--- src/rtl/uart_receiver_if.sv ---
// Received-byte handshake and status bundle of the UART receiver.
// The receiver drives it through the master modport. A consumer such as uart_add_data connects through the slave modport.
interface uart_receiver_if;
    logic [7:0] data_out;
    logic       data_valid;
    logic       data_ready;
    logic       frame_err;
    logic       overrun;
    logic       busy;

    modport master (
        output data_out, data_valid, frame_err, overrun, busy,
        input  data_ready
    );

    modport slave (
        input  data_out, data_valid, frame_err, overrun, busy,
        output data_ready
    );
endinterface

--- src/rtl/uart_receiver.sv ---
// 8N1 UART receiver with 16x oversampling. A single-entry holding register presents each byte with a valid/ready handshake.
// A bad stop bit causes a one-cycle frame_err pulse. A byte that arrives while the holding register is full causes a one-cycle overrun pulse.
module uart_receiver #(
    parameter int CLK_FREQ = 100_000_000,
    parameter int BAUD     = 9600,
    parameter int TICK_DIV = CLK_FREQ / (BAUD * 16)
) (
    input  logic            clk,
    input  logic            reset,
    input  logic            rx,
    uart_receiver_if.master bus
);

    localparam int TW = (TICK_DIV > 1) ? $clog2(TICK_DIV) : 1;
    localparam logic [TW-1:0] TICK_LAST = TW'(TICK_DIV - 1);

    typedef enum logic [2:0] {
        IDLE,
        START,
        DATA,
        STOP,
        WAIT_HIGH
    } state_t;

    logic          rx_meta_q, rxs_q;
    state_t        state_q, state_d;
    logic [TW-1:0] tick_cnt_q, tick_cnt_d;
    logic [3:0]    os_cnt_q, os_cnt_d;
    logic [2:0]    bit_cnt_q, bit_cnt_d;
    logic [7:0]    shift_q, shift_d;
    logic [7:0]    data_q, data_d;
    logic          valid_q, valid_d;
    logic          frame_err_q, frame_err_d;
    logic          overrun_q, overrun_d;
    logic          tick, byte_done, transfer;

    always_ff @(posedge clk or negedge reset) begin
        if (!reset) begin
            rx_meta_q <= 1'b1;
            rxs_q     <= 1'b1;
        end else begin
            rx_meta_q <= rx;
            rxs_q     <= rx_meta_q;
        end
    end

    assign tick = (tick_cnt_q == TICK_LAST);

    // Every path into IDLE requires rxs=1, so a low rxs while in IDLE is always a fresh falling edge.
    always_comb begin
        // NOTE: every output of this block gets a default first, so no path can infer a latch.
        state_d     = state_q;
        tick_cnt_d  = tick ? '0 : tick_cnt_q + 1'b1;
        os_cnt_d    = os_cnt_q;
        bit_cnt_d   = bit_cnt_q;
        shift_d     = shift_q;
        byte_done   = 1'b0;
        frame_err_d = 1'b0;

        unique case (state_q)
            IDLE: begin
                if (!rxs_q) begin
                    state_d    = START;
                    tick_cnt_d = '0;
                    os_cnt_d   = '0;
                end
            end
            START: begin
                if (tick) begin
                    os_cnt_d = os_cnt_q + 4'd1;
                    if (os_cnt_q == 4'd7) begin
                        if (!rxs_q) begin
                            state_d   = DATA;
                            os_cnt_d  = '0;
                            bit_cnt_d = '0;
                        end else begin
                            state_d = IDLE;
                        end
                    end
                end
            end
            DATA: begin
                if (tick) begin
                    os_cnt_d = os_cnt_q + 4'd1;
                    if (os_cnt_q == 4'd15) begin
                        shift_d[bit_cnt_q] = rxs_q;
                        bit_cnt_d          = bit_cnt_q + 3'd1;
                        if (bit_cnt_q == 3'd7) state_d = STOP;
                    end
                end
            end
            STOP: begin
                if (tick) begin
                    os_cnt_d = os_cnt_q + 4'd1;
                    if (os_cnt_q == 4'd15) begin
                        if (rxs_q) begin
                            byte_done = 1'b1;
                            state_d   = IDLE;
                        end else begin
                            frame_err_d = 1'b1;
                            state_d     = WAIT_HIGH;
                        end
                    end
                end
            end
            WAIT_HIGH: begin
                if (rxs_q) state_d = IDLE;
            end
            default: state_d = IDLE;
        endcase
    end

    // A completed byte is dropped only when the holding register is full and is not being emptied in the same cycle.
    assign transfer = valid_q && bus.data_ready;

    always_comb begin
        data_d    = data_q;
        valid_d   = valid_q;
        overrun_d = 1'b0;
        if (byte_done) begin
            if (!valid_q || transfer) begin
                data_d  = shift_q;
                valid_d = 1'b1;
            end else begin
                overrun_d = 1'b1;
            end
        end else if (transfer) begin
            valid_d = 1'b0;
        end
    end

    always_ff @(posedge clk or negedge reset) begin
        // NOTE: sequential state uses non-blocking assignments, so every flop samples the pre-edge values.
        if (!reset) begin
            state_q     <= IDLE;
            tick_cnt_q  <= '0;
            os_cnt_q    <= '0;
            bit_cnt_q   <= '0;
            shift_q     <= '0;
            data_q      <= '0;
            valid_q     <= 1'b0;
            frame_err_q <= 1'b0;
            overrun_q   <= 1'b0;
        end else begin
            state_q     <= state_d;
            tick_cnt_q  <= tick_cnt_d;
            os_cnt_q    <= os_cnt_d;
            bit_cnt_q   <= bit_cnt_d;
            shift_q     <= shift_d;
            data_q      <= data_d;
            valid_q     <= valid_d;
            frame_err_q <= frame_err_d;
            overrun_q   <= overrun_d;
        end
    end

    assign bus.data_out   = data_q;
    assign bus.data_valid = valid_q;
    assign bus.frame_err  = frame_err_q;
    assign bus.overrun    = overrun_q;
    assign bus.busy       = (state_q != IDLE);

endmodule

--- src/flat_wrapper.sv ---
// flat-port wrapper written by rule: the top's interface ports become plain ports
module uart_receiver_flat 
#(
    parameter int CLK_FREQ = 100_000_000,
    parameter int BAUD     = 9600,
    parameter int TICK_DIV = CLK_FREQ / (BAUD * 16)
)
  (clk, reset, rx, bus_data_out, bus_data_valid, bus_frame_err, bus_overrun, bus_busy, bus_data_ready);
  uart_receiver_if bus_i ();
  input  logic clk;
  input  logic reset;
  input  logic rx;
  output wire logic [$bits(bus_i.data_out)-1:0] bus_data_out;
  output wire logic [$bits(bus_i.data_valid)-1:0] bus_data_valid;
  output wire logic [$bits(bus_i.frame_err)-1:0] bus_frame_err;
  output wire logic [$bits(bus_i.overrun)-1:0] bus_overrun;
  output wire logic [$bits(bus_i.busy)-1:0] bus_busy;
  input wire logic [$bits(bus_i.data_ready)-1:0] bus_data_ready;
  assign bus_data_out = bus_i.data_out;
  assign bus_data_valid = bus_i.data_valid;
  assign bus_frame_err = bus_i.frame_err;
  assign bus_overrun = bus_i.overrun;
  assign bus_busy = bus_i.busy;
  assign bus_i.data_ready = bus_data_ready;
  uart_receiver #(.CLK_FREQ(CLK_FREQ), .BAUD(BAUD), .TICK_DIV(TICK_DIV)) u_core (.clk(clk), .reset(reset), .rx(rx), .bus(bus_i));
endmodule
--- config.mk ---
export PLATFORM = sky130hd
export DESIGN_NAME = uart_receiver_flat
export DESIGN_NICKNAME = d
export VERILOG_FILES = /design/src/rtl/uart_receiver_if.sv /design/src/rtl/uart_receiver.sv /design/src/flat_wrapper.sv
export SDC_FILE = /design/constraint.sdc
export NUM_CORES = 1
export LEC_CHECK = 0
export ABC_AREA = 1
export BUFFER_PORTS_ARGS = -buffer_cell sky130_fd_sc_hd__buf_2
export CAP_MARGIN = 0
export CORE_MARGIN = 2
export CORE_UTILIZATION = 30
export DETAILED_ROUTE_END_ITERATION = 7
export PLACE_DENSITY = 0.43
export SYNTH_ARGS = -nofsm -noshare
export SYNTH_HDL_FRONTEND = slang
export SYNTH_SLANG_ARGS = --single-unit
--- constraint.sdc ---
create_clock -name clk -period 2 [get_ports clk]
set_input_delay 0.2 -clock clk [delete_from_list [all_inputs] [get_ports clk]]
set_output_delay 0.2 -clock clk [all_outputs]
set_load 0.03 [all_outputs]
==> summary.md, run 1 <==
| Metric | Value |
|---|---|
| Core footprint | `0.00718 sq mm` |
| Nets | `299` |
| Top cells by area, synth | `dfrtp_1 44%, nand2_1 10%, inv_1 5.5%, nor2_1 5.1%, nand3_1 4.1%` |
| Row count | `31` |
| Clock root buffer | `clkbuf_8` |
| Setup repair bufs after CTS | `0` |
| Clock skew | `9.81 ps` |
| Worst Hold Class | `flip-flop to flip-flop` |
| Most frequent cells in the layout | `61 x nand2_1, 39 x dfrtp_1, 32 x inv_1, 30 x nor2_1, 18 x nand3_1` |
| Crit path DAT | `1970 ps` |
| Slew headroom | `64.5%` |
| Mapped Area | `0.00220 sq mm` |
| Avg Vias per Cell | `4.33` |
| Tmin final | `1780 ps` |
| Post-DP HPWL | `3310 um` |
| Worst-Margin Slew | `533 ps` |
| Final hold vios | `0` |
| Area leader, netlist | `dfrtp_1` |
| CTS Sinks | `41` |
| Clock tree buffer depth | `2` |
| Syn Inst Count | `266` |
| Antenna violations before repair | `0` |
| Footprint of the multi-input gates | `0.00103 sq mm` |
| Total number of vias | `1687` |
| Number of enable flip-flop cells after synthesis | `0` |
| Slowest-stage cell, CP | `dfrtp_1` |
| Critical Path Source Type | `flip-flop` |
| I/O pin cnt | `16` |
| Max VDD drop | `421 uV` |
| Post-synth cell types | `29` |
| Width of the die | `89.7 um` |
| Slew Viols, Final | `0` |
| Max Fclk | `561 MHz` |
| DRT Wirelength | `4500 um` |
| Worst path max stage delay | `430 ps` |
| Total gr overflow | `0` |
| Critical Path RT | `2180 ps` |
| Unrepaired setup endpoints after global routing | `no` |
| Top_reg_cell synth | `dfrtp_1` |
| Die area | `0.00804 sq mm` |
| Pre-Repair DR Iteration Count | `4` |
| Syn_area_per_cell | `8.27 sq um` |
| Seq/Total Area, Yosys | `46.7%` |
| Yosys warnings | `0` |
| Final Util | `35.8%` |
| Clk Latency, worst-skew pair | `300 ps` |
| Static leakage | `1.18 nW` |
| H-tree levels | `2` |
| Commonest non-fill, non-tap cell in the layout | `nand2_1` |
| CP Class | `flip-flop to flip-flop` |
| CTS tree | `done` |
| Die H | `89.7 um` |
| Tot Pwr | `1.58 mW` |
| Vias in the first global route | `1643` |
| Initial Utilization | `30.7%` |
| Routability Congestion | `0.767` |
| Fillers | `777` |
| Critical Path Fanout Max | `5` |
| Critical path cell sequence | `inv_1 -> ha_1 -> inv_1 -> nor2_1 -> nand3_2 -> nand2_1 -> nand2_2 -> nor2_2 -> nand2_1 -> nand2_1 -> nand2_1` |
| PwrDens | `616 mW/mm^2` |
| DRC Markers | `0` |
| TritonCTS buffer count | `5` |
| Number of diodes | `0` |
| Endpoint class of the critical path | `flip-flop` |
| Total nets after synthesis | `275` |
| Most used cell, CP | `nand2_1` |
| Clock Pin Slew Worst Setup and Hold Paths | `80 ps` |
| Port Buf Inserts | `15` |
| Number of synthesized register bits | `41` |
| GRT Util Overall | `12.8%` |
| Setup TNS | `0 ps` |
| Fraction of layout cells with a size suffix above 1 | `22.3%` |
| Avg WL per Cell | `11.5 um` |
| Iter 0 DRT Violations | `48` |
| Ys async rst share | `100%` |
| Outcome | `complete, no violations` |
| Final clock period utilization by the worst path | `89.1%` |
| Final setup viols | `0` |
| Synth top area share | `44.3%` |
| Final ANT Viol Nets | `0` |
| Pin count of the biggest net entering global routing | `23` |
| First-pass GRT wire length | `7850 um` |
| Register Area | `0.00103 sq mm` |
| Area Overhead vs Synth | `16.6%` |
| Max-cap violations | `0` |
-- through the flow --
step	std cells	hold slack, ps	area [sq um]	worst slack (ps)
2_1_floorplan	266	-95.6	2200	382
3_3_place_gp	379	219	2410	260
4_1_cts	389	257	2550	175
5_1_grt	390	365	2570	28.0
3_5_place_dp	379	214	2410	212
6_report	390	351	2570	218
-- critical path, delay by kind of cell, from the launching register on --
| family | cells | cell delay (ps) |
|---|---|---|
| simple gates | 8 | 890 |
| fa+ha+maj | 1 | 200 |
| buf+inv | 2 | 150 |
| flops | 1 | 430 |
-- cell usage after synthesis, drive strengths merged (5+ instances only) --
cell type,number
nand2,66
dfrtp,39
inv,37
nor2,37
nand3,23
o21ai,19
nor3,12
a21oi,8
ha,5
nand4,5
xor2,5
-- what timing repair did --
item / CTS / global route
hold buffers: 2 / 0
endpoints found under the setup margin: 0 / 3
endpoints found under the hold margin: 22 / 0
resized for setup: 0 / 1
-- per-layer routing --
layer	up-vias	part of all wire, %	routed length, um	track usage (%)
met5	-	0	0	0
met4	0	1.7	75	4.61
met3	7	2.6	118	2.83
met1	751	51	2290	17.5
li1	907	-	-	-
met2	22	45	2020	19.8
-- sequential cells by signal (all words and copies together) (netlist names) --
name                   cells
u_core.tick_cnt_q         10
u_core.rx_meta_q           1
u_core.bit_cnt_q           3
u_core.os_cnt_q            4
u_core.rxs_q               1
u_core.shift_q             8
u_core.bus.data_out        8
u_core.bus.overrun         1
u_core.bus.data_valid      1
u_core.bus.frame_err       1
u_core.state_q             3
-- cell type report --
cell class / count / share of cell area [%]
Sequential cell: 41 / 40.1
Multi-Input combinational cell: 185 / 40.0
Inverter: 38 / 5.66
Tap cell: 99 / 4.83
Timing Repair Buffer: 19 / 4.78
Clock buffer: 6 / 3.22
Clock inverter: 2 / 1.46
-- power breakdown --
part	leakage [nW]	internal (mW)	switching (mW)	total, mW
Sequential	0.551	0.832	0.00456	0.837
Clock	0.0574	0.406	0.305	0.712
Combinational	0.576	0.00982	0.0216	0.0314
-- path summary, 6_finish.rpt --
kind	startpoint	to	slack (ps)	cells past startpoint
setup reg to reg	u_core.tick_cnt_q[0]	u_core.state_q[0]	220	11
hold reg to reg	u_core.rx_meta_q	u_core.rxs_q	350	0
max in group asynchronous	reset	u_core.rx_meta_q	1010	3
setup / recovery	u_core.tick_cnt_q[0]	u_core.state_q[0]	220	11
min in group asynchronous	reset	u_core.bus.overrun	410	2
hold / removal	u_core.rx_meta_q	u_core.rxs_q	350	0
-- logic make-up after synthesis --
logic type | count (synthesis) | share of synthesized area (%)
AND/OR/NAND/NOR | 147 | 32.6
buffers and inverters | 41 | 7.45
flip-flops | 41 | 46.7
AO/OA/AOI/OAI | 27 | 8.36
XOR/XNOR | 5 | 1.99
adder cells (fa/ha/maj) | 5 | 2.84
Note: power is estimated with default switching activity, not from simulation.
==> run 2, diff against run 1 <==
==> constraint.sdc (replaced) <==
create_clock -name clk -period 2.1 [get_ports clk]
set_input_delay 0.21 -clock clk [delete_from_list [all_inputs] [get_ports clk]]
set_output_delay 0.21 -clock clk [all_outputs]
set_load 0.03 [all_outputs]
==> run 2 against run 1 <==
Compared with the run above: critical endpoint is now u_core.bus.data_out[7]; clock power fell by 6.7%; sequential cell count unchanged; largest power group unchanged; via count is essentially flat; non-clock buffer count shrank 1.
==> summary.md, run 2 (synthesized netlist as in run 1, its figures left out) <==
| Metric | Value |
|---|---|
| Worst-Margin Slew | `532 ps` |
| Commonest non-fill, non-tap cell in the layout | `nand2_1` |
| Die H | `89.7 um` |
| Total gr overflow | `0` |
| Critical Path Source Type | `flip-flop` |
| Endpoint class of the critical path | `flip-flop` |
| Outcome | `complete, no violations` |
| Final hold vios | `0` |
| Setup repair bufs after CTS | `0` |
| Max VDD drop | `278 uV` |
| Post-DP HPWL | `3280 um` |
| Placed cell area | `0.00241 sq mm` |
| Top reg by flops | `u_core.tick_cnt_q` |
| Row count | `31` |
| Nets | `297` |
| Fillers | `760` |
| Unrepaired setup endpoints after global routing | `no` |
| Most frequent cells in the layout | `61 x nand2_1, 39 x dfrtp_1, 32 x inv_1, 30 x nor2_1, 18 x nand3_1` |
| Family with the most delay on the worst path | `simple AND/OR/NAND/NOR gates` |
| Pre-Repair DR Iteration Count | `4` |
| Setup TNS | `0 ps` |
| CTS Sinks | `41` |
| I/O pin cnt | `16` |
| CP Class | `flip-flop to flip-flop` |
| Clock root buffer | `clkbuf_8` |
| Avg Vias per Cell | `4.35` |
| Max FFs per register | `10` |
| Total number of vias | `1688` |
| Avg WL per Cell | `11.0 um` |
| Core footprint | `0.00718 sq mm` |
| Final clock period utilization by the worst path | `83.5%` |
| Non-Filler Cell Area, Final | `0.00253 sq mm` |
| Clock Pin Slew Worst Setup and Hold Paths | `80 ps` |
| GRT Util Overall | `12.5%` |
| PwrDens | `587 mW/mm^2` |
| Max-cap violations | `0` |
| Clock skew | `6.80 ps` |
| DRT Wirelength | `4290 um` |
| Final ANT Viol Nets | `0` |
| Critical Path RT | `2290 ps` |
| Vias in the first global route | `1629` |
| Slew headroom | `64.5%` |
| Clk Latency, worst-skew pair | `290 ps` |
| Pin count of the biggest net entering global routing | `23` |
| Critical path cell sequence | `inv_1 -> ha_1 -> nand2_1 -> nor3_1 -> nand3_2 -> nor2_4 -> nand3_4 -> nand2_1 -> o21ai_2` |
| Routability Congestion | `0.767` |
| Critical Path Fanout Max | `16` |
| Tmin final | `1750 ps` |
| CTS tree | `done` |
| TritonCTS buffer count | `5` |
| Worst path max stage delay | `420 ps` |
| Port Buf Inserts | `15` |
| Crit path DAT | `1940 ps` |
| DRC Markers | `0` |
| Slowest-stage cell, CP | `dfrtp_1` |
| Max Fclk | `570 MHz` |
| Initial Utilization | `30.7%` |
| Fraction of layout cells with a size suffix above 1 | `21.8%` |
| H-tree levels | `2` |
| Antenna violations before repair | `0` |
| Static leakage | `1.18 nW` |
| Worst path bufs/invs | `1` |
| Clock tree buffer depth | `2` |
| Final setup viols | `0` |
| Die area | `0.00804 sq mm` |
| Iter 0 DRT Violations | `59` |
| First-pass GRT wire length | `7690 um` |
| Area Overhead vs Synth | `15.2%` |
| Worst Hold Class | `input pin to flip-flop` |
| Slew Viols, Final | `0` |
| Width of the die | `89.7 um` |
| Number of diodes | `0` |
| Most used cell, CP | `nand2_1` |
==> run 2: changes by cell type in the layout (fill, tap and decap cells not counted), sizes merged <==
cell	change
clkinvlp	-1
clkbuf	+1
nand3	-1
dlygate4sd3	-1
==> run 2: final cells by class <==
| type | count | area (sq um) | share of cell area [%] |
|---|---|---|---|
| Timing Repair Buffer | 18 | 113 | 4.44 |
| Multi-Input combinational cell | 184 | 1010 | 39.8 |
| Clock buffer | 7 | 86.3 | 3.41 |
| Clock inverter | 1 | 30.0 | 1.18 |
| Sequential cell | 41 | 1030 | 40.6 |
| Tap cell | 99 | 124 | 4.89 |
| Inverter | 38 | 145 | 5.73 |
==> run 2: layer usage <==
layer,GRT usage (%),vias up,routed length [um]
met3,2.83,5,124
met5,0,-,0
met4,4.07,0,55
met2,19.3,18,1900
li1,-,896,-
met1,17.3,769,2210
==> run 2: repair_timing <==
| item | CTS | global route |
|---|---|---|
| setup endpoints to repair | 0 | 0 |
| gates resized for setup | 0 | 0 |
| hold buffers | 1 | 0 |
| hold endpoints to repair | 21 | 0 |
==> run 2: metrics by stage <==
stage	hold WS (ps)	power (mW)	instances	util, %	setup WS, ps
floorplan	-85.6	0.815	266	-	482
global placement	229	0.841	379	33.6	361
detailed placement	225	0.841	379	33.6	325
CTS	4.40	1.52	388	35.3	310
global route	1.30	1.56	388	35.3	115
finish	17.0	1.49	388	35.3	347
==> run 2: worst reg2reg max path, delay by kind of cell, from the launching register on <==
| kind | cells | cell delay (ps) |
|---|---|---|
| buffers and inverters | 1 | 90 |
| AOI/OAI and AO/OA | 1 | 50 |
| and+or+nand+nor | 6 | 900 |
| DFF | 1 | 420 |
| adders and majority gates | 1 | 190 |
==> run 2: worst paths after layout <==
path	start	slack [ps]	cells after the start	to
max in group asynchronous	reset	1100	3	u_core.rx_meta_q
min in group asynchronous	reset	420	2	u_core.bus.overrun
hold / removal	rx	20	1	u_core.rx_meta_q
setup / recovery	u_core.tick_cnt_q[0]	350	9	u_core.bus.data_out[7]
hold reg to reg	u_core.rx_meta_q	360	0	u_core.rxs_q
setup reg to reg	u_core.tick_cnt_q[0]	350	9	u_core.bus.data_out[7]
==> run 2: power by group <==
part | internal, mW | switching, mW
clock network | 0.388 | 0.276
registers | 0.792 | 0.00436
logic | 0.00814 | 0.0201
==> run 3, diff against run 2 <==
--- a/config.mk
+++ b/config.mk
@@ -5,13 +5,13 @@
 export SDC_FILE = /design/constraint.sdc
 export NUM_CORES = 1
 export LEC_CHECK = 0
-export ABC_AREA = 1
+export ABC_AREA = 0
 export BUFFER_PORTS_ARGS = -buffer_cell sky130_fd_sc_hd__buf_2
 export CAP_MARGIN = 0
 export CORE_MARGIN = 2
 export CORE_UTILIZATION = 30
 export DETAILED_ROUTE_END_ITERATION = 7
-export PLACE_DENSITY = 0.43
+export PLACE_DENSITY = 0.44
 export SYNTH_ARGS = -nofsm -noshare
 export SYNTH_HDL_FRONTEND = slang
 export SYNTH_SLANG_ARGS = --single-unit
==> constraint.sdc (replaced) <==
create_clock -name clk -period 1.75 [get_ports clk]
set_input_delay 0.175 -clock clk [delete_from_list [all_inputs] [get_ports clk]]
set_output_delay 0.175 -clock clk [all_outputs]
set_load 0.03 [all_outputs]
==> run 3 against run 2 <==
Compared with the run above: clock power is 36% higher; non-clock buffer count is 35 higher; global-route usage is 0.42 points higher; synthesized cell count is 30% lower; final area is 8.9% higher; highest routed layer unchanged; the run now ends with negative setup slack left; combinational power is 29% higher; clock skew is 1.7 ps lower; count of clock-buffer cells in the layout is 2 lower.
==> summary.md, run 3 <==
| Metric | Value |
|---|---|
| Top reg by flops | `u_core.tick_cnt_q` |
| CTS Sinks | `41` |
| Worst path bufs/invs | `1` |
| Worst reg2reg path endpoint | `u_core.shift_q[3]` |
| Pre-CTS WS | `-111 ps` |
| Placed cell area | `0.00242 sq mm` |
| Post-Place Cells | `304` |
| Syn Inst Count | `186` |
| Area leader, netlist | `dfrtp_1` |
| First-pass GRT wire length | `7590 um` |
| Seq/Total Area, Yosys | `49.9%` |
| Slowest-stage cell, CP | `dfrtp_1` |
| DRT Wirelength | `4380 um` |
| Syn_area_per_cell | `11.1 sq um` |
| Slew headroom | `64.8%` |
| Endpoint class of the critical path | `flip-flop` |
| DRC Markers | `0` |
| Ys async rst share | `100%` |
| Family with the most delay on the worst path | `simple AND/OR/NAND/NOR gates` |
| Worst Reg2Reg Path Length in Cells | `5` |
| Final setup viols | `5` |
| Outcome | `complete, but fails checks` |
| Area Overhead vs Synth | `33.9%` |
| Top-count cell post-synth | `dfrtp_1` |
| H-tree levels | `2` |
| Nets | `247` |
| Critical path depth in cells | `5` |
| Port Buf Inserts | `15` |
| Post-DP HPWL | `3010 um` |
| Avg WL per Cell | `13.7 um` |
| R2r setup slk | `-20 ps` |
| Top cells by area, synth | `dfrtp_1 47%, mux2_2 6.6%, nor2_1 3.5%, ha_1 3.0%, mux2_1 2.7%` |
| Core footprint | `0.00672 sq mm` |
| Commonest non-fill, non-tap cell in the layout | `dfrtp_1` |
| Avg Vias per Cell | `4.85` |
| Clock Pin Slew Worst Setup and Hold Paths | `80 ps` |
| Synth top area share | `47.3%` |
| PwrDens | `685 mW/mm^2` |
| CP startpoint | `u_core.tick_cnt_q[5]` |
| Non-Filler Cell Area, Final | `0.00276 sq mm` |
| Max-cap violations | `0` |
| Max Fclk | `566 MHz` |
| CTS tree | `done` |
| Final ANT Viol Nets | `0` |
| Total gr overflow | `0` |
| Top_reg_cell synth | `dfrtp_1` |
| Unrepaired setup endpoints after global routing | `yes` |
| Final hold vios | `0` |
| Clock skew | `5.06 ps` |
| Max VDD drop | `314 uV` |
| CP Class | `flip-flop to flip-flop` |
| Initial Utilization | `30.7%` |
| Worst-Margin Slew | `529 ps` |
| Vias in the first global route | `1554` |
| Worst Hold Class | `input pin to flip-flop` |
| GRT Util Overall | `12.9%` |
| Final Util | `41.1%` |
| Critical path cell sequence | `nor4b_4 -> nand4_4 -> buf_4 -> nor4_2 -> mux2_2` |
| Antenna violations before repair | `0` |
| Routability Congestion | `0.777` |
| Failing checks | `negative setup slack` |
| Critical Path Source Type | `flip-flop` |
| Critical Path Fanout Max | `4` |
| Critical Path RT | `1930 ps` |
| Width of the die | `86.9 um` |
| Crit path DAT | `1950 ps` |
| Synth cell count leaders | `39 x dfrtp_1, 19 x nor2_1, 12 x mux2_2` |
| Worst path max stage delay | `420 ps` |
| TritonCTS buffer count | `5` |
| Final clock period utilization by the worst path | `101%` |
| Clock root buffer | `clkbuf_8` |
| Tmin final | `1770 ps` |
| Fin cells | `319` |
| Static leakage | `1.32 nW` |
| Total number of vias | `1547` |
| Post-synth cell types | `42` |
| Yosys warnings | `0` |
| Clock tree buffer depth | `2` |
| R2r startpoint | `u_core.tick_cnt_q[5]` |
| Die H | `86.9 um` |
| Row count | `30` |
| Die area | `0.00755 sq mm` |
| Mapped Area | `0.00206 sq mm` |
| Total nets after synthesis | `195` |
| Pin count of the biggest net entering global routing | `42` |
| Worst setup endpoint | `u_core.shift_q[3]` |
| Max FFs per register | `10` |
| I/O pin cnt | `16` |
| Most frequent cells in the layout | `39 x dfrtp_1, 29 x buf_4, 19 x nor2_1, 15 x buf_2, 11 x nand2_1` |
| Clk Latency, worst-skew pair | `300 ps` |
| Pre-Repair DR Iteration Count | `5` |
| Iter 0 DRT Violations | `74` |
| Post-route worst setup slack | `-15.6 ps` |
| Number of enable flip-flop cells after synthesis | `0` |
| Number of diodes | `0` |
| Fraction of layout cells with a size suffix above 1 | `39.3%` |
| Number of synthesized register bits | `41` |
| Slew Viols, Final | `0` |
## run 3: worst min-delay path by stage
stage / startpoint / endpoint / slack, ps / cells past startpoint
2_1_floorplan: reset / u_core.bit_cnt_q[0] / -120 / 0
3_3_place_gp: reset / u_core.os_cnt_q[1] / 280 / 2
3_5_place_dp: rx / u_core.rx_meta_q / 280 / 1
4_1_cts: bus_data_ready / u_core.bus.overrun / 190 / 3
5_1_grt: bus_data_ready / u_core.bus.overrun / 240 / 3
6_report: bus_data_ready / u_core.bus.overrun / 220 / 3
## run 3: cell families (layout without fill, tap and decap cells)
kind of cell | count (synthesis) | in the layout | synth area share [%]
AND/OR/NAND/NOR | 81 | 81 | 23.6
flip-flops | 41 | 41 | 49.9
multiplexers | 20 | 20 | 10.7
AO/OA/AOI/OAI | 15 | 15 | 5.34
buffers and inverters | 15 | 68 | 3.58
XOR/XNOR | 9 | 9 | 3.82
adder cells (fa/ha/maj) | 5 | 5 | 3.03
## run 3: cell type report
type	count	area (sq um)
sequential	41	1030
timing repair buffer	53	400
inverter	7	26.3
fill	650	3960
multi-input combinational	130	1070
tap	80	100
clock buffer	5	68.8
clock inverter	3	65.1
## run 3: power breakdown
group          total, mW  internal [mW]  switching [mW]
clock              0.901          0.567           0.335
sequential         0.954          0.951         0.00357
combinational     0.0364         0.0110          0.0253
total               1.89           1.53           0.364
## run 3: per-stage QoR
| step | hold slack [ps] | total power [mW] | setup TNS (ps) |
|---|---|---|---|
| floorplan | -121 | 0.978 | 0 |
| global placement | 280 | 1.01 | -341 |
| detailed placement | 281 | 1.01 | -759 |
| CTS | 193 | 1.94 | -475 |
| global route | 244 | 1.98 | -1490 |
| finish | 221 | 1.89 | -40.8 |
## run 3: tightest hold or removal path, cell delays in order
cell and delay (ps):
buf_2 70, nand2b_1 160, nor3_1 70
## run 3: repair_timing
| item | in CTS | in global routing |
|---|---|---|
| hold endpoints to repair | 40 | 0 |
| resized for setup | 15 | 18 |
| hold buffers | 2 | 0 |
| pin swaps | 11 | 9 |
| buffers inserted | 2 | 3 |
| setup endpoints to repair | 23 | 37 |
## run 3: layer usage
| metal | wire length, um | GRT usage (%) | vias to the layer above |
|---|---|---|---|
| met5 | 0 | 0 | - |
| met4 | 66 | 4.40 | 0 |
| met3 | 117 | 2.84 | 8 |
| met2 | 2000 | 19.8 | 25 |
| met1 | 2190 | 18.0 | 748 |
| li1 | - | - | 766 |
